===== config.mk =====
export PLATFORM = sky130hd
export DESIGN_NAME = kbd_ctrl_fsm_flat
export DESIGN_NICKNAME = d
export VERILOG_FILES = /design/src/rtl/kbd_ctrl_fsm_if.sv /design/src/rtl/kbd_ctrl_fsm.sv /design/src/flat_wrapper.sv
export SDC_FILE = /design/constraint.sdc
export NUM_CORES = 1
export LEC_CHECK = 0
export BUFFER_PORTS_ARGS = -buffer_cell sky130_fd_sc_hd__buf_2
export CORE_MARGIN = 5
export CORE_UTILIZATION = 51
export DETAILED_ROUTE_END_ITERATION = 7
export PLACE_DENSITY = 0.71
export SLEW_MARGIN = 30
export SYNTH_ARGS = -nofsm -noshare
export SYNTH_HDL_FRONTEND = slang
export SYNTH_SLANG_ARGS = --single-unit

===== constraint.sdc =====
create_clock -name clk -period 2.1 [get_ports clk]
set_input_delay 0.315 -clock clk [delete_from_list [all_inputs] [get_ports clk]]
set_output_delay 0.315 -clock clk [all_outputs]
set_load 0.01 [all_outputs]

===== src/rtl/kbd_ctrl_fsm_if.sv =====
// Transport-control bundle between the PS/2 key front end and the decoder.
interface kbd_ctrl_fsm_if #(
  parameter int RATE_W = 4
);
  logic [7:0]        key;
  logic              playpause;
  logic              dir;
  logic [RATE_W-1:0] rate;
  logic              restart;
  logic              cmd_strobe;

  modport master (output key, input playpause, dir, rate, restart, cmd_strobe);
  modport slave  (input key, output playpause, dir, rate, restart, cmd_strobe);
endinterface


===== src/rtl/kbd_ctrl_fsm.sv =====
// Keyboard command decoder: edge-detected key codes drive a transport FSM,
// a saturating rate register with hold-to-repeat, and a restart pulse.
module kbd_ctrl_fsm #(
  parameter int             RATE_W      = 4,
  parameter int             RATE_MIN    = 1,
  parameter int             RATE_MAX    = 15,
  parameter int             RATE_DEF    = 8,
  parameter int             RPT_W       = 24,
  parameter int             REPEAT_CYC  = 2500000,
  parameter logic [7:0]     KEY_PLAY    = 8'h45,
  parameter logic [7:0]     KEY_PAUSE   = 8'h44,
  parameter logic [7:0]     KEY_FWD     = 8'h46,
  parameter logic [7:0]     KEY_REV     = 8'h42,
  parameter logic [7:0]     KEY_RESTART = 8'h52,
  parameter logic [7:0]     KEY_FASTER  = 8'h55,
  parameter logic [7:0]     KEY_SLOWER  = 8'h4E,
  parameter logic [7:0]     KEY_RATERST = 8'h54
) (
  input  logic         clk,
  input  logic         rst,
  kbd_ctrl_fsm_if.slave bus
);

  // Encoding is {dir, playpause} so the outputs come straight off the state.
  typedef enum logic [1:0] {
    PAUSE_REV = 2'b00,
    PLAY_REV  = 2'b01,
    PAUSE_FWD = 2'b10,
    PLAY_FWD  = 2'b11
  } state_t;

  localparam logic [RATE_W-1:0] R_MIN = RATE_W'(RATE_MIN);
  localparam logic [RATE_W-1:0] R_MAX = RATE_W'(RATE_MAX);
  localparam logic [RATE_W-1:0] R_DEF = RATE_W'(RATE_DEF);
  localparam logic [RPT_W-1:0]  RPT_LAST = RPT_W'((REPEAT_CYC > 0) ? REPEAT_CYC - 1 : 0);

  state_t            state, state_d;
  logic [7:0]        key_q;
  logic [RATE_W-1:0] rate_q, rate_d, rate_up, rate_dn;
  logic [RPT_W-1:0]  rpt_cnt, rpt_d;
  logic              restart_q, restart_d, strobe_q, strobe_d;
  logic              is_new, is_rate_key, held_rate;

  assign is_new      = (bus.key != key_q) && (bus.key != 8'h00);
  assign is_rate_key = (bus.key == KEY_FASTER) || (bus.key == KEY_SLOWER);
  assign held_rate   = (REPEAT_CYC > 0) && is_rate_key && (bus.key == key_q);
  assign rate_up     = (rate_q >= R_MAX) ? R_MAX : rate_q + RATE_W'(1);
  assign rate_dn     = (rate_q <= R_MIN) ? R_MIN : rate_q - RATE_W'(1);

  always_ff @(posedge clk) begin
    if (rst) begin
      state     <= PLAY_FWD;
      key_q     <= 8'h00;
      rate_q    <= R_DEF;
      rpt_cnt   <= '0;
      restart_q <= 1'b0;
      strobe_q  <= 1'b0;
    end else begin
      state     <= state_d;
      key_q     <= bus.key;
      rate_q    <= rate_d;
      rpt_cnt   <= rpt_d;
      restart_q <= restart_d;
      strobe_q  <= strobe_d;
    end
  end

  always_comb begin
    state_d   = state;
    rate_d    = rate_q;
    rpt_d     = '0;
    restart_d = 1'b0;
    strobe_d  = 1'b0;

    case (state)
      PLAY_FWD:  if (is_new && bus.key == KEY_PAUSE) state_d = PAUSE_FWD;
                 else if (is_new && bus.key == KEY_REV) state_d = PLAY_REV;
      PAUSE_FWD: if (is_new && bus.key == KEY_PLAY) state_d = PLAY_FWD;
                 else if (is_new && bus.key == KEY_REV) state_d = PAUSE_REV;
      PLAY_REV:  if (is_new && bus.key == KEY_PAUSE) state_d = PAUSE_REV;
                 else if (is_new && bus.key == KEY_FWD) state_d = PLAY_FWD;
      PAUSE_REV: if (is_new && bus.key == KEY_PLAY) state_d = PLAY_REV;
                 else if (is_new && bus.key == KEY_FWD) state_d = PAUSE_FWD;
      default:   state_d = PLAY_FWD;
    endcase

    if (is_new) begin
      case (bus.key)
        KEY_PLAY, KEY_PAUSE, KEY_FWD, KEY_REV: strobe_d = 1'b1;
        KEY_RESTART: begin
          state_d   = state_t'({state[1], 1'b1});
          restart_d = 1'b1;
          strobe_d  = 1'b1;
        end
        KEY_FASTER:  begin rate_d = rate_up; strobe_d = 1'b1; end
        KEY_SLOWER:  begin rate_d = rate_dn; strobe_d = 1'b1; end
        KEY_RATERST: begin rate_d = R_DEF;   strobe_d = 1'b1; end
        default: ;
      endcase
    end else if (held_rate) begin
      // Counter reaching RPT_LAST marks REPEAT_CYC cycles since the last step.
      if (rpt_cnt == RPT_LAST) begin
        rate_d   = (bus.key == KEY_FASTER) ? rate_up : rate_dn;
        strobe_d = 1'b1;
      end else begin
        rpt_d = rpt_cnt + RPT_W'(1);
      end
    end
  end

  assign bus.playpause  = state[0];
  assign bus.dir        = state[1];
  assign bus.rate       = rate_q;
  assign bus.restart    = restart_q;
  assign bus.cmd_strobe = strobe_q;

endmodule


===== src/flat_wrapper.sv =====
// flat-port wrapper written by rule: the top's interface ports become plain ports
module kbd_ctrl_fsm_flat 
#(
  parameter int             RATE_W      = 4,
  parameter int             RATE_MIN    = 1,
  parameter int             RATE_MAX    = 15,
  parameter int             RATE_DEF    = 8,
  parameter int             RPT_W       = 24,
  parameter int             REPEAT_CYC  = 2500000,
  parameter logic [7:0]     KEY_PLAY    = 8'h45,
  parameter logic [7:0]     KEY_PAUSE   = 8'h44,
  parameter logic [7:0]     KEY_FWD     = 8'h46,
  parameter logic [7:0]     KEY_REV     = 8'h42,
  parameter logic [7:0]     KEY_RESTART = 8'h52,
  parameter logic [7:0]     KEY_FASTER  = 8'h55,
  parameter logic [7:0]     KEY_SLOWER  = 8'h4E,
  parameter logic [7:0]     KEY_RATERST = 8'h54
)
  (clk, rst, bus_key, bus_playpause, bus_dir, bus_rate, bus_restart, bus_cmd_strobe);
  kbd_ctrl_fsm_if #(.RATE_W(RATE_W)) bus_i ();
  input  logic clk;
  input  logic rst;
  input wire logic [$bits(bus_i.key)-1:0] bus_key;
  output wire logic [$bits(bus_i.playpause)-1:0] bus_playpause;
  output wire logic [$bits(bus_i.dir)-1:0] bus_dir;
  output wire logic [$bits(bus_i.rate)-1:0] bus_rate;
  output wire logic [$bits(bus_i.restart)-1:0] bus_restart;
  output wire logic [$bits(bus_i.cmd_strobe)-1:0] bus_cmd_strobe;
  assign bus_i.key = bus_key;
  assign bus_playpause = bus_i.playpause;
  assign bus_dir = bus_i.dir;
  assign bus_rate = bus_i.rate;
  assign bus_restart = bus_i.restart;
  assign bus_cmd_strobe = bus_i.cmd_strobe;
  kbd_ctrl_fsm #(.RATE_W(RATE_W), .RATE_MIN(RATE_MIN), .RATE_MAX(RATE_MAX), .RATE_DEF(RATE_DEF), .RPT_W(RPT_W), .REPEAT_CYC(REPEAT_CYC), .KEY_PLAY(KEY_PLAY), .KEY_PAUSE(KEY_PAUSE), .KEY_FWD(KEY_FWD), .KEY_REV(KEY_REV), .KEY_RESTART(KEY_RESTART), .KEY_FASTER(KEY_FASTER), .KEY_SLOWER(KEY_SLOWER), .KEY_RATERST(KEY_RATERST)) u_core (.clk(clk), .rst(rst), .bus(bus_i));
endmodule

# --- Word-level counts from Yosys, hierarchy flattened ---
# Index checks and enable logic that the tools add are counted.
totals:
  ff_bits: 40
  out_inout_bits: 8
  wordCells: 68
classes:
  add_sub_neg: 3
  order_cmp: 2
  eq_ne: 16
  mux: 23
  bitwise_logic: 2
  reduce_logical: 15
op_table:
  columns: ["cell", "n"]
  rows:
  - ["8-bit by 7-bit == test with 1-bit output (second input constant)", 8]
  - ["24-bit by 1-bit adder with 24-bit output (second input constant)", 1]
  - ["24-bit by 22-bit == test with 1-bit output (second input constant)", 1]
  - ["4-bit two-way mux", 6]
  - ["2-bit two-way mux", 10]
  - ["4-bit one-hot mux with 3 select lines", 1]
  - ["8-bit == test", 1]
  - ["8-bit inequality test", 1]
  - ["2-bit one-hot mux with 4 select lines", 1]
  - ["8-bit nonzero test", 1]
  - ["8-bit OR reduction", 1]
  - ["1-bit logical AND", 6]
  - ["1-bit two-way mux", 5]
  - ["4-bit by 1-bit adder with 4-bit output (second input constant)", 1]
  - ["2-bit == test (second input constant)", 2]
  - ["4-bit >= comparator (second input constant)", 1]
  - ["4-bit by 1-bit less-or-equal comparator with 1-bit output (second input constant)", 1]
  - ["4-bit inequality test (second input constant)", 1]
  - ["2-bit nonzero test", 2]
  - ["4-bit OR reduction", 1]
  - ["4-bit by 1-bit subtractor with 4-bit output (second input constant)", 1]
  - ["3-bit AND reduction", 1]
  - ["2-bit by 1-bit == test with 1-bit output (second input constant)", 1]
  - ["2-bit logical NOT", 1]
  - ["4 further kinds", 5]

# --- Depth between registers and ports, before layout ---
# Gate-level depths: netlist of the first run.
logic_depth:
  word_depth: 8
  ltp_mapped: 9
  depth_no_buf: 8

# --- Least setup slack after synthesis of the first run ---
# OpenSTA, ideal clock, no wires.
synth_timing:
  kind: "reg-to-reg"
  startpoint: "register u_core.rate_q[0], in the netlist u_core.bus.rate[0]"
  endpoint: "register u_core.rate_q[0], in the netlist u_core.bus.rate[0]"
  arrival_ps: 2027
  t_required_ps: 1974
  path_slack_ps: -53
  path_stages_with_launch: 10
  path_buffers: 1
  synth_period_minus_slack_ps: 2153
  cell_sequence: "dfxtp_1 > inv_1 > ha_1 > or2_2 > clkbuf_1 > o211a_1 > nand3b_1 > or4_1 > mux2i_1 > a211oi_1"
synth_via:
  elab_chain_cells: 6
synth_lines:
  columns: ["item", "line_no", "rtl"]
  rows:
  - ["start, declared", "kbd_ctrl_fsm.sv:39", "logic [RATE_W-1:0] rate_q, rate_d, rate_up, rate_dn;"]
  - ["start signal, assigned", "kbd_ctrl_fsm.sv:61", "rate_q <= rate_d;"]
  - ["4-bit by 1-bit subtractor with 4-bit output, or another cell as far along", "kbd_ctrl_fsm.sv:48", "assign rate_dn = (rate_q <= R_MIN) ? R_MIN : rate_q - RATE_W'(1);"]
  - ["4-bit two-way mux (on tied branches)", "kbd_ctrl_fsm.sv:48, kbd_ctrl_fsm.sv:47", null]
  - ["4-bit two-way mux", "kbd_ctrl_fsm.sv:103", "rate_d = (bus.key == KEY_FASTER) ? rate_up : rate_dn;"]
  - ["4-bit two-way mux", "kbd_ctrl_fsm.sv:102", "if (rpt_cnt == RPT_LAST) begin"]
  - ["4-bit two-way mux", "kbd_ctrl_fsm.sv:100", "end else if (held_rate) begin"]
  - ["4-bit two-way mux *", "kbd_ctrl_fsm.sv:87", "if (is_new) begin"]
# Mark *: on every way between the ends. The rest lies on a longest branch, timed or not. The select of a mux whose other input is x is not followed.
# A chain may end at the register's enable or synchronous reset.

# --- Final worst setup path of the first run ---
layout_timing:
  startpoint: "register u_core.rpt_cnt[16]"
  endpoint: "register u_core.rate_q[0], in the netlist u_core.bus.rate[0]"
layout_via:
  elab_chain_cells: 3
layout_lines:
  columns: ["item", "line_no", "rtl"]
  rows:
  - ["start, declared", "kbd_ctrl_fsm.sv:40", "logic [RPT_W-1:0] rpt_cnt, rpt_d;"]
  - ["start signal, assigned", "kbd_ctrl_fsm.sv:62", "rpt_cnt <= rpt_d;"]
  - ["24-bit by 22-bit == test with 1-bit output", "kbd_ctrl_fsm.sv:102", null]
  - ["2-bit nonzero test (no line)", null, null]
  - ["3-bit AND reduction (no line)", null, null]
# Every way passes these cells.

==> results.toml, run 1 <==
[setup_path]
start_kind = "register"
ff2ff_path_depth = 6
crit_required_ns = 2.28
cp_data_arrival_time_ns = 2.22
crit_chain = "or4b_4 > nor3_2 > nand4_1 > or4_1 > mux2i_1 > a211oi_1"
critPathMaxStageDelay_ns = 0.55
path_class = "register to register"
crit_buf_inv = 0
critPathCaptureType = "register"
r2r-end = "u_core.bus.rate[0]$_SDFFE_PP0P_"
rr_startpoint = "u_core.rpt_cnt[16]$_SDFF_PP0_"
crit_path_top_delay_cell = "or4b_4"
crit_family = "simple AND/OR/NAND/NOR gates"
crit_fanout = 2
r2r_slack_ns = 0.05

[yosys]
syn_area_sq_um = 2420
synthFlopType = "dfxtp_1"
synth_compound_area_share_pct = 9.55
synth_edf_count = 0
synth_top_family_by_area = "simple AND/OR/NAND/NOR gates"
netlist-cell-type-count = 56
syn_nets = 295
synthCells = 281
yosys.area_share.simple_pct = 35.8
ys_seq_area_share_pct = 33.0
synth-seq-cells = 40
ys.warnings.count = 0
synth_mux_area_share_pct = 3.41
synth_xor_area_share_pct = 11.2
ys_async_sr_fraction_pct = 0
postSynthAreaPerCell_sq_um = 8.62
synthAdderAreaFrac_pct = 2.07

[pwr]
p_leak_nw = 1.09
vdd_ir_drop_max_uv = 528
combPwrFrac_pct = 7.2
p_switching_mw = 0.333
power_frac_clock_pct = 38.1
p_sw_share_pct = 23.6
seq_power_share_pct = 54.7
p_int_mw = 1.07
total_power_mw = 1.41
p_per_area_nw_per_um2 = 482

[detailed_routing]
ant_nets = 0
dr.first_iter.drc_count = 85
wirelength_mm = 5.21
num_vias = 2089
drc = 0
top_layer_used = "met4"
wl_met2_mm = 2.63
wire_per_inst_microns = 13.7
post_drt_via_cell_ratio = 5.50
dr_wl_met3_microns = 147
drtPass1Iterations = 4
wl_met1_mm = 2.36

[timing]
hold_viol = 0
setup_tns_ns = 0
fin_crit_ns = 2.05
final.setup.worst_slack_ns = 0.0514
relSlewSlack_pct = 73.0
fmax_mhz = 488
grt_setup_unrepaired = "yes"
tightest_slew_ns = 0.402
drv_slew = 0
final-setup-viol-count = 0
timing.hold.ws_ns = 0.293
fin_crit_sh_pct = 97.6
fin_skew_ns = 0.00923

[cells_and_area]
layout-drive-gt1-share_pct = 28.8
syn_to_final_growth_pct = 20.4
utilization_pct = 62.6
n_antenna_cell = 0
layout.nets = 339

[min_path]
min_delay_path_depth = 2
holdPathEnd = "u_core.key_q[7]$_SDFF_PP0_"
hp-start = "bus_key[7]"
hold_path_class = "input port to register"

[die]
start_util_pct = 52.0
rows = 25
die_y_microns = 78.9
fp.coreArea_sq_um = 4660
io_pins = 18
die_x_microns = 78.9
dieArea_sq_um = 6230

[clock_network]
numCtsBuffers = 5
htreeDepth = 2
cts-root-buf = "clkbuf_8"
clk_pin_slew_worst_paths_ns = 0.08
cts_tree = "yes"
clock-sinks = 40
cts_buffer_depth = 2
clock_latency_ns = 0.29

[placement]
io_buffer_count = 17
place_ws_ns = -0.0753
place.gp.congestion = 0.839
hpwl_mm = 3.69

[grt]
grt_max_degree = 25
overflow = 0
grt_pass1_vias = 2046
track_usage_pct = 17.2
grt_pass1_wl_mm = 8.85
antenna_found_initial = 0

[job]
cap_viol_max_count = 0

[run_status]
status = "completed"
## worst reg2reg max path, delay by kind of cell (launching register included)
kind	cells	cell delay [ns]
AO/OA/AOI/OAI	1	0.09
flip-flops	1	0.32
multiplexers	1	0.15
AND/OR/NAND/NOR	4	1.40
## state kept, by name, indices dropped and copies added, names as in the netlist
register	cells
u_core.bus.cmd_strobe	1
u_core.bus.rate	4
u_core.bus.restart	1
u_core.key_q	8
u_core.rpt_cnt	24
u_core.state	2
## power groups by stage
stage | clock network, mW | registers, mW | logic, mW
after floorplan | 0 | 0.789 | 0.0665
after global placement | 0 | 0.789 | 0.0988
after detailed placement | 0 | 0.789 | 0.100
after CTS | 0.544 | 0.771 | 0.101
after global routing | 0.587 | 0.771 | 0.112
final | 0.536 | 0.770 | 0.102
## repair_timing
| item | CTS | global route |
|---|---|---|
| hold buffers | 0 | 0 |
| pin swaps | 5 | 2 |
| setup endpoints to repair | 2 | 19 |
| endpoints found under the hold margin | 0 | 0 |
| buffers inserted | 2 | 2 |
| resized for setup | 3 | 12 |
## kinds of logic (layout without fill, tap and decap cells)
| logic type | count (synthesis) | in the layout |
|---|---|---|
| simple gates | 147 | 147 |
| mux | 7 | 7 |
| flops | 40 | 40 |
| xor+xnor | 31 | 31 |
| buf+inv | 22 | 67 |
| fa+ha+maj | 4 | 4 |
| compound gates | 30 | 30 |
## Yosys cell counts (2+ instances only)
cell	number	area share (%)
clkbuf_1	7	1.1
buf_6	2	0.93
a31oi_1	2	0.52
a211oi_1	3	0.93
buf_2	5	1.0
nor2_4	8	3.7
or4_1	2	0.62
or3_1	2	0.52
nand3b_1	2	0.62
nor2_1	37	5.7
nand2_1	20	3.1
ha_1	4	2.1
mux2i_1	6	2.5
xor2_1	22	8.0
a21o_1	2	0.62
o211ai_1	2	0.62
nor4_1	3	0.77
a21oi_1	4	0.83
nor2_2	2	0.52
o21ai_0	2	0.41
o21bai_1	2	0.62
nand4bb_1	3	1.4
o32ai_1	2	0.72
nor2b_1	9	2.3
nand4_1	7	1.8
nor3_1	11	2.3
dfxtp_1	40	33
nor4b_1	4	1.4
nand2b_1	6	1.5
nand3_1	14	2.9
or4b_1	3	1.2
a211o_1	2	0.72
or2_2	2	0.52
and3_1	3	0.77
inv_1	7	1.1
xnor2_1	9	3.3
## how the worst max path moves through the flow
| stage | from | end | slack (ns) | cells past startpoint |
|---|---|---|---|---|
| finish | u_core.rpt_cnt[16]$_SDFF_PP0_ | u_core.bus.rate[0]$_SDFFE_PP0P_ | 0.05 | 6 |
| global route | u_core.rpt_cnt[16]$_SDFF_PP0_ | u_core.bus.rate[0]$_SDFFE_PP0P_ | -0.08 | 6 |
| CTS | u_core.rpt_cnt[14]$_SDFF_PP0_ | u_core.bus.rate[3]$_SDFFE_PP1P_ | 0.007 | 6 |
| detailed placement | u_core.rpt_cnt[14]$_SDFF_PP0_ | u_core.bus.rate[3]$_SDFFE_PP1P_ | -0.08 | 6 |
| global placement | u_core.rpt_cnt[14]$_SDFF_PP0_ | u_core.bus.rate[3]$_SDFFE_PP1P_ | -0.07 | 6 |
| floorplan | u_core.bus.rate[1]$_SDFFE_PP0P_ | u_core.bus.rate[0]$_SDFFE_PP0P_ | 0.02 | 9 |
## area by class of cell
type | count | area (sq um)
Fill cell | 422 | 1740
Multi-Input combinational cell | 219 | 1560
Sequential cell | 40 | 808
Timing Repair Buffer | 52 | 360
Clock buffer | 6 | 82.6
Tap cell | 54 | 67.6
Inverter | 7 | 26.3
Clock inverter | 2 | 10.0
## through the flow
stage,cells,cell area (sq um)
6_report,380,2920
5_1_grt,380,2920
2_1_floorplan,281,2420
3_3_place_gp,368,2730
4_1_cts,378,2860
3_5_place_dp,368,2730
## layout by cell type, fill, tap and decap left out, types with 4 or more instances in the layout
master,Yosys,layout
nand2b_1,6,6
dfxtp_1,40,36
nand2_1,20,20
nor2b_1,9,9
buf_4,0,34
nand4_1,7,7
nor2_1,37,37
mux2i_1,6,6
a21oi_1,4,4
nor2_4,8,8
nor3_1,11,9
xnor2_1,9,9
nand3_1,14,14
clkbuf_8,0,6
xor2_1,22,22
inv_1,7,7
buf_2,5,17
## metal layers
layer  vias up  track usage [%]
met5         -                0
met4         0             4.98
met3        10             3.29
met2        26             30.6
met1       979             21.1
li1       1074                -
No activity file was read; power rests on OpenSTA's default activity.
==> run 2, diff against run 1 <==
--- a/config.mk
+++ b/config.mk
@@ -10,6 +10,7 @@
 export CORE_UTILIZATION = 51
 export DETAILED_ROUTE_END_ITERATION = 7
 export PLACE_DENSITY = 0.71
+export SETUP_SLACK_MARGIN = 0.4
 export SLEW_MARGIN = 30
 export SYNTH_ARGS = -nofsm -noshare
 export SYNTH_HDL_FRONTEND = slang
==> run 2 against run 1 <==
- final cell count unchanged
- final area rose by 12%
- maximum frequency grew 0.78%
- clock power is 19% higher
- highest routed layer unchanged
- non-clock buffer count unchanged
- setup slack improved by 0.016 ns
- critical endpoint unchanged
- largest cell class unchanged
- register-to-register slack better by 0.02 ns
==> results.toml, run 2 (same netlist as run 1, synthesis figures left out) <==
[clock_network]
clock-sinks = 40
clk_pin_slew_worst_paths_ns = 0.08
postCtsHoldBufs = 0
htreeDepth = 2
clock_latency_ns = 0.30
numCtsBuffers = 5
cts-root-buf = "clkbuf_8"
cts_tree = "yes"
cts_buffer_depth = 2

[die]
rows = 25
io_pins = 18
dieArea_sq_um = 6230
die_x_microns = 78.9
start_util_pct = 52.0
fp.coreArea_sq_um = 4660
die_y_microns = 78.9

[timing]
fin_skew_ns = 0.00718
final.setup.worst_slack_ns = 0.0673
hold_viol = 0
tightest_slew_ns = 0.385
drv_slew = 0
final-setup-viol-count = 0
relSlewSlack_pct = 74.0
fmax_mhz = 492
timing.hold.ws_ns = 0.297
fin_crit_ns = 2.03
fin_crit_sh_pct = 96.8
grt_setup_unrepaired = "yes"

[cells_and_area]
largest_reg_flops = 24
final_cell_mix = "dfxtp_1 (31), buf_4 (30), nor2_1 (22)"
n_antenna_cell = 0
final_common_cell = "dfxtp_1"
layout.nets = 339
fin_cells = 380
layout-drive-gt1-share_pct = 40.5
syn_to_final_growth_pct = 34.5
regMostFlops = "u_core.rpt_cnt"
design_area_sq_um = 3260

[placement]
hpwl_mm = 3.78
dp.cells = 357
place.gp.congestion = 0.850
place_ws_ns = 0.0219
io_buffer_count = 17
place_area_sq_um = 2730

[detailed_routing]
dr.first_iter.drc_count = 122
wire_per_inst_microns = 15.3
drtPass1Iterations = 4
num_vias = 2163
post_drt_via_cell_ratio = 5.69
wirelength_mm = 5.81
ant_nets = 0
drc = 0

[setup_path]
crit_path_top_delay_cell = "or4b_1"
crit_chain = "or4b_1 > nor3_2 > nand4_1 > or4_1 > mux2i_1 > a211oi_1"
crit_fanout = 5
start_kind = "register"
ff2ff_path_depth = 6
rr_startpoint = "u_core.rpt_cnt[15]$_SDFF_PP0_"
critPathMaxStageDelay_ns = 0.62
r2r_slack_ns = 0.07
critPathCaptureType = "register"
crit_required_ns = 2.27
r2r-end = "u_core.bus.rate[0]$_SDFFE_PP0P_"
path_class = "register to register"
cp_data_arrival_time_ns = 2.21

[grt]
overflow = 0
antenna_found_initial = 0
grt_pass1_wl_mm = 9.32
grt_pass1_vias = 1990
track_usage_pct = 18.6
grt_max_degree = 25

[job]
cap_viol_max_count = 0

[pwr]
total_power_mw = 1.52
p_per_area_nw_per_um2 = 467
vdd_ir_drop_max_uv = 370
p_leak_nw = 1.21

[min_path]
hp-start = "bus_key[5]"
min_delay_path_depth = 2
hold_path_class = "input port to register"
holdPathEnd = "u_core.key_q[5]$_SDFF_PP0_"

[run_status]
status = "completed"
run 2: cell count changes in the layout (fill, tap and decap cells not counted), moves of 3 or more:
cell	change
buf_4	-4
dfxtp_1	-5
dfxtp_2	+4
nor2_1	-15
nor2_2	+3
nor2_4	+12
nor4_4	+4
xor2_1	-4
xor2_2	+4
run 2: final cells by class:
| cell class | instances | area [sq um] |
|---|---|---|
| clock buffer | 5 | 68.8 |
| multi-input combinational | 219 | 1810 |
| fill | 360 | 1400 |
| clock inverter | 3 | 46.3 |
| inverter | 7 | 28.8 |
| timing repair buffer | 52 | 420 |
| tap | 54 | 67.6 |
| sequential | 40 | 817 |
run 2: worst max-delay path, delay by kind of cell (launching register included):
| family | cells | cell delay (ns) |
|---|---|---|
| simple gates | 4 | 1.33 |
| flops | 1 | 0.35 |
| compound gates | 1 | 0.09 |
| mux | 1 | 0.15 |
run 2: repair_timing:
item / 4_1_cts / 5_1_grt
resized for setup: 9 / 47
setup endpoints to repair: 29 / 30
gates cloned: 0 / 3
setup buffers: 4 / 8
pin swaps: 3 / 14
run 2: per-stage QoR:
step                setup TNS, ns  utilization (%)
floorplan                       0                -
global placement                0             58.5
detailed placement              0             58.5
CTS                             0             62.7
global route               -0.155             69.9
finish                          0             69.9
run 2: per-layer routing:
layer / part of all wire (%) / global-route usage (%) / routed length, microns / vias to the layer above
li1: - / - / - / 1073
met1: 41 / 22.8 / 2410 / 1032
met2: 53 / 32.9 / 3080 / 50
met3: 4.1 / 3.97 / 236 / 8
met4: 1.4 / 5.15 / 83 / 0
met5: 0 / 0 / 0 / -
run 2: worst max path at each step:
stage                                     from                         endpoint  slack [ns]
6_report         u_core.rpt_cnt[15]$_SDFF_PP0_  u_core.bus.rate[0]$_SDFFE_PP0P_        0.07
3_5_place_dp     u_core.rpt_cnt[12]$_SDFF_PP0_  u_core.bus.rate[3]$_SDFFE_PP1P_        0.02
4_1_cts          u_core.rpt_cnt[12]$_SDFF_PP0_  u_core.bus.rate[3]$_SDFFE_PP1P_        0.09
2_1_floorplan  u_core.bus.rate[1]$_SDFFE_PP0P_  u_core.bus.rate[0]$_SDFFE_PP0P_        0.14
3_3_place_gp     u_core.rpt_cnt[12]$_SDFF_PP0_  u_core.bus.rate[3]$_SDFFE_PP1P_        0.05
5_1_grt           u_core.rpt_cnt[0]$_SDFF_PP0_  u_core.bus.rate[0]$_SDFFE_PP0P_       -0.08
run 2: report_power, final:
| part | switching [mW] | internal (mW) | total [mW] | leakage [nW] |
|---|---|---|---|---|
| clock | 0.282 | 0.358 | 0.640 | 0.0548 |
| combinational | 0.0615 | 0.0490 | 0.110 | 0.823 |
| sequential | 0.00592 | 0.765 | 0.771 | 0.329 |
==> run 3, diff against run 2 <==
--- a/config.mk
+++ b/config.mk
@@ -5,6 +5,7 @@
 export SDC_FILE = /design/constraint.sdc
 export NUM_CORES = 1
 export LEC_CHECK = 0
+export ABC_AREA = 1
 export BUFFER_PORTS_ARGS = -buffer_cell sky130_fd_sc_hd__buf_2
 export CORE_MARGIN = 5
 export CORE_UTILIZATION = 51
==> run 3 against run 2 <==
- clock-buffer cell count grew 2
- final cell count grew 37%
- global-route usage grew 0.50 points
- final area shrank 9.5%
- clock skew shrank 0.0038 ns
- critical path type unchanged
- largest power group unchanged
==> results.toml, run 3 <==
[run_status]
status = "completed"

[yosys]
synthFlopType = "dfxtp_1"
synth_compound_area_share_pct = 6.93
yosys.area_share.simple_pct = 46.7
synth.top_cell.area_share_pct = 31.5
ys_async_sr_fraction_pct = 0
synth_edf_count = 0
synthCells = 427
synthAdderAreaFrac_pct = 1.97
yosysTopAreaCell = "dfxtp_1"
ys_top_cells_by_area = "dfxtp_1 (31%), nand2_1 (21%), nor2_1 (9.6%)"
syn_nets = 441
ys.warnings.count = 0
netlist-cell-type-count = 32
postSynthAreaPerCell_sq_um = 5.96
synth_mux_area_share_pct = 0
yosys-top-cells-count = "nand2_1 (140), nor2_1 (65), inv_1 (53)"
syn_area_sq_um = 2540
synth-seq-cells = 40
ys_seq_area_share_pct = 31.5
synth_xor_area_share_pct = 2.75
synth_top_family_by_area = "simple AND/OR/NAND/NOR gates"
yosysMostFrequentCell = "nand2_1"

[setup_path]
crit_path_top_delay_cell = "dfxtp_2"
path_depth = 10
critPathCaptureType = "register"
cp_data_arrival_time_ns = 1.81
rr_startpoint = "u_core.rpt_cnt[2]$_SDFF_PP0_"
r2r_slack_ns = 0.52
crit_required_ns = 2.33
crit_buf_inv = 2
crit_family = "simple AND/OR/NAND/NOR gates"
start_kind = "register"
path_class = "register to register"
cpMostUsedCell = "nand3_1"
cp-endpoint = "u_core.rpt_cnt[21]$_SDFF_PP0_"
r2r-end = "u_core.rpt_cnt[21]$_SDFF_PP0_"
crit_fanout = 5
critPathMaxStageDelay_ns = 0.36
crit_start = "u_core.rpt_cnt[2]$_SDFF_PP0_"
crit_chain = "nand3_1 > nor2_2 > nand2_1 > inv_2 > nand3_4 > nor2_4 > nand3_1 > o21bai_1 > inv_1 > nor2_1"
ff2ff_path_depth = 10

[detailed_routing]
wire_per_inst_microns = 11.1
ant_nets = 0
post_drt_via_cell_ratio = 4.99
dr.first_iter.drc_count = 163
wirelength_mm = 5.79
num_vias = 2602
drtPass1Iterations = 4
drc = 0

[timing]
grt_setup_unrepaired = "yes"
fin_crit_sh_pct = 75.1
hold_viol = 0
drv_slew = 0
tightest_slew_ns = 0.391
fmax_mhz = 634
final-setup-viol-count = 0
setup_tns_ns = 0
relSlewSlack_pct = 73.9
fin_crit_ns = 1.58
fin_skew_ns = 0.00339

[cells_and_area]
syn_to_final_growth_pct = 15.9
regMostFlops = "u_core.rpt_cnt"
layout.nets = 468
layout-drive-gt1-share_pct = 17.6
fill_cells = 453
fin_cells = 521
n_antenna_cell = 0
final_common_cell = "nand2_1"
largest_reg_flops = 24
final_cell_mix = "nand2_1 (137), nor2_1 (59), inv_1 (50)"

[clock_network]
numCtsBuffers = 5
htreeDepth = 2
clock_latency_ns = 0.29
cts_buffer_depth = 2
clk_pin_slew_worst_paths_ns = 0.08
clock-sinks = 40
cts-root-buf = "clkbuf_8"
cts_tree = "yes"

[die]
fp.coreArea_sq_um = 4790
dieArea_sq_um = 6500
start_util_pct = 53.2
die_y_microns = 80.6
io_pins = 18
die_x_microns = 80.6
rows = 25

[pwr]
p_per_area_nw_per_um2 = 489
p_leak_nw = 1.33
vdd_ir_drop_max_uv = 285

[placement]
dp.cells = 510
io_buffer_count = 17
hpwl_mm = 4.27
place.gp.congestion = 0.896

[job]
cap_viol_max_count = 0

[min_path]
min_delay_path_depth = 3
hold_path_class = "input port to register"

[grt]
overflow = 0
grt_max_degree = 16
grt_pass1_wl_mm = 10.0
antenna_found_initial = 0
track_usage_pct = 19.1
grt_pass1_vias = 2377
==> run 3: cell types whose count changed after synthesis, sizes merged, moves of 7 or more <==
cell   previous run  this run
inv               7        63
nor2             47        71
nand2            21       141
nand3            14        30
nor3             11        18
xor2             22         5
o21ai             2        15
nor2b             9         0
a21oi             4        12
==> run 3: worst min-delay path by stage <==
| stage | endpoint | startpoint |
|---|---|---|
| 6_report | u_core.key_q[7]$_SDFF_PP0_ | bus_key[7] |
| 5_1_grt | u_core.key_q[6]$_SDFF_PP0_ | bus_key[6] |
| 4_1_cts | u_core.key_q[6]$_SDFF_PP0_ | bus_key[6] |
| 3_5_place_dp | u_core.rpt_cnt[0]$_SDFF_PP0_ | u_core.rpt_cnt[0]$_SDFF_PP0_ |
| 3_3_place_gp | u_core.rpt_cnt[0]$_SDFF_PP0_ | u_core.rpt_cnt[0]$_SDFF_PP0_ |
| 2_1_floorplan | u_core.rpt_cnt[0]$_SDFF_PP0_ | u_core.rpt_cnt[0]$_SDFF_PP0_ |
==> run 3: area by class of cell <==
type / count / area, sq um / area share (%)
multi-input combinational: 320 / 1580 / 53.4
sequential: 40 / 815 / 27.6
tap: 67 / 83.8 / 2.84
timing repair buffer: 24 / 141 / 4.79
clock buffer: 7 / 96.3 / 3.27
inverter: 63 / 239 / 8.10
==> run 3: per-stage QoR <==
step                worst slack [ns]  power (mW)  hold slack (ns)  util (%)  instance area [sq um]
floorplan                      0.506       0.865            0.417         -                   2540
CTS                            0.388        1.45            0.265      59.2                   2830
finish                         0.523        1.44            0.267      61.6                   2950
global placement               0.308       0.894            0.434      56.7                   2710
global route                   0.382        1.51            0.263      61.6                   2950
detailed placement             0.251       0.897            0.438      56.7                   2710
==> run 3: per-layer routing <==
layer,vias to the layer above,routed length (microns),GRT usage [%]
met3,5,208,3.25
met2,41,2880,32.9
met5,-,0,0
met4,0,50,6.93
met1,1166,2650,23.7
li1,1390,-,-
==> run 3: repair_timing <==
item	4_1_cts	5_1_grt
setup buffers	1	3
setup endpoints to repair	6	25
hold buffers	0	0
gates resized for setup	4	33
pin swaps	2	8
gates cloned	0	0
==> run 3: worst reg2reg max path, stage by stage (launching register included) <==
cell      delay, ns
dfxtp_2        0.36
nand3_1        0.12
nor2_2         0.13
nand2_1        0.14
inv_2          0.12
nand3_4        0.10
nor2_4         0.13
nand3_1        0.13
o21bai_1       0.16
inv_1          0.05
nor2_1         0.07
==> run 3: cells by family (layout without fill, tap and decap cells) <==
logic type / count (synthesis) / in the layout
compound gates: 31 / 31
xor+xnor: 8 / 8
fa+ha+maj: 4 / 4
buf+inv: 67 / 94
flops: 40 / 40
simple gates: 277 / 277
==> run 3: power breakdown <==
group	switching (mW)	leakage, nW	internal (mW)
clock	0.270	0.0503	0.293
combinational	0.0694	0.948	0.0378
sequential	0.00646	0.329	0.765
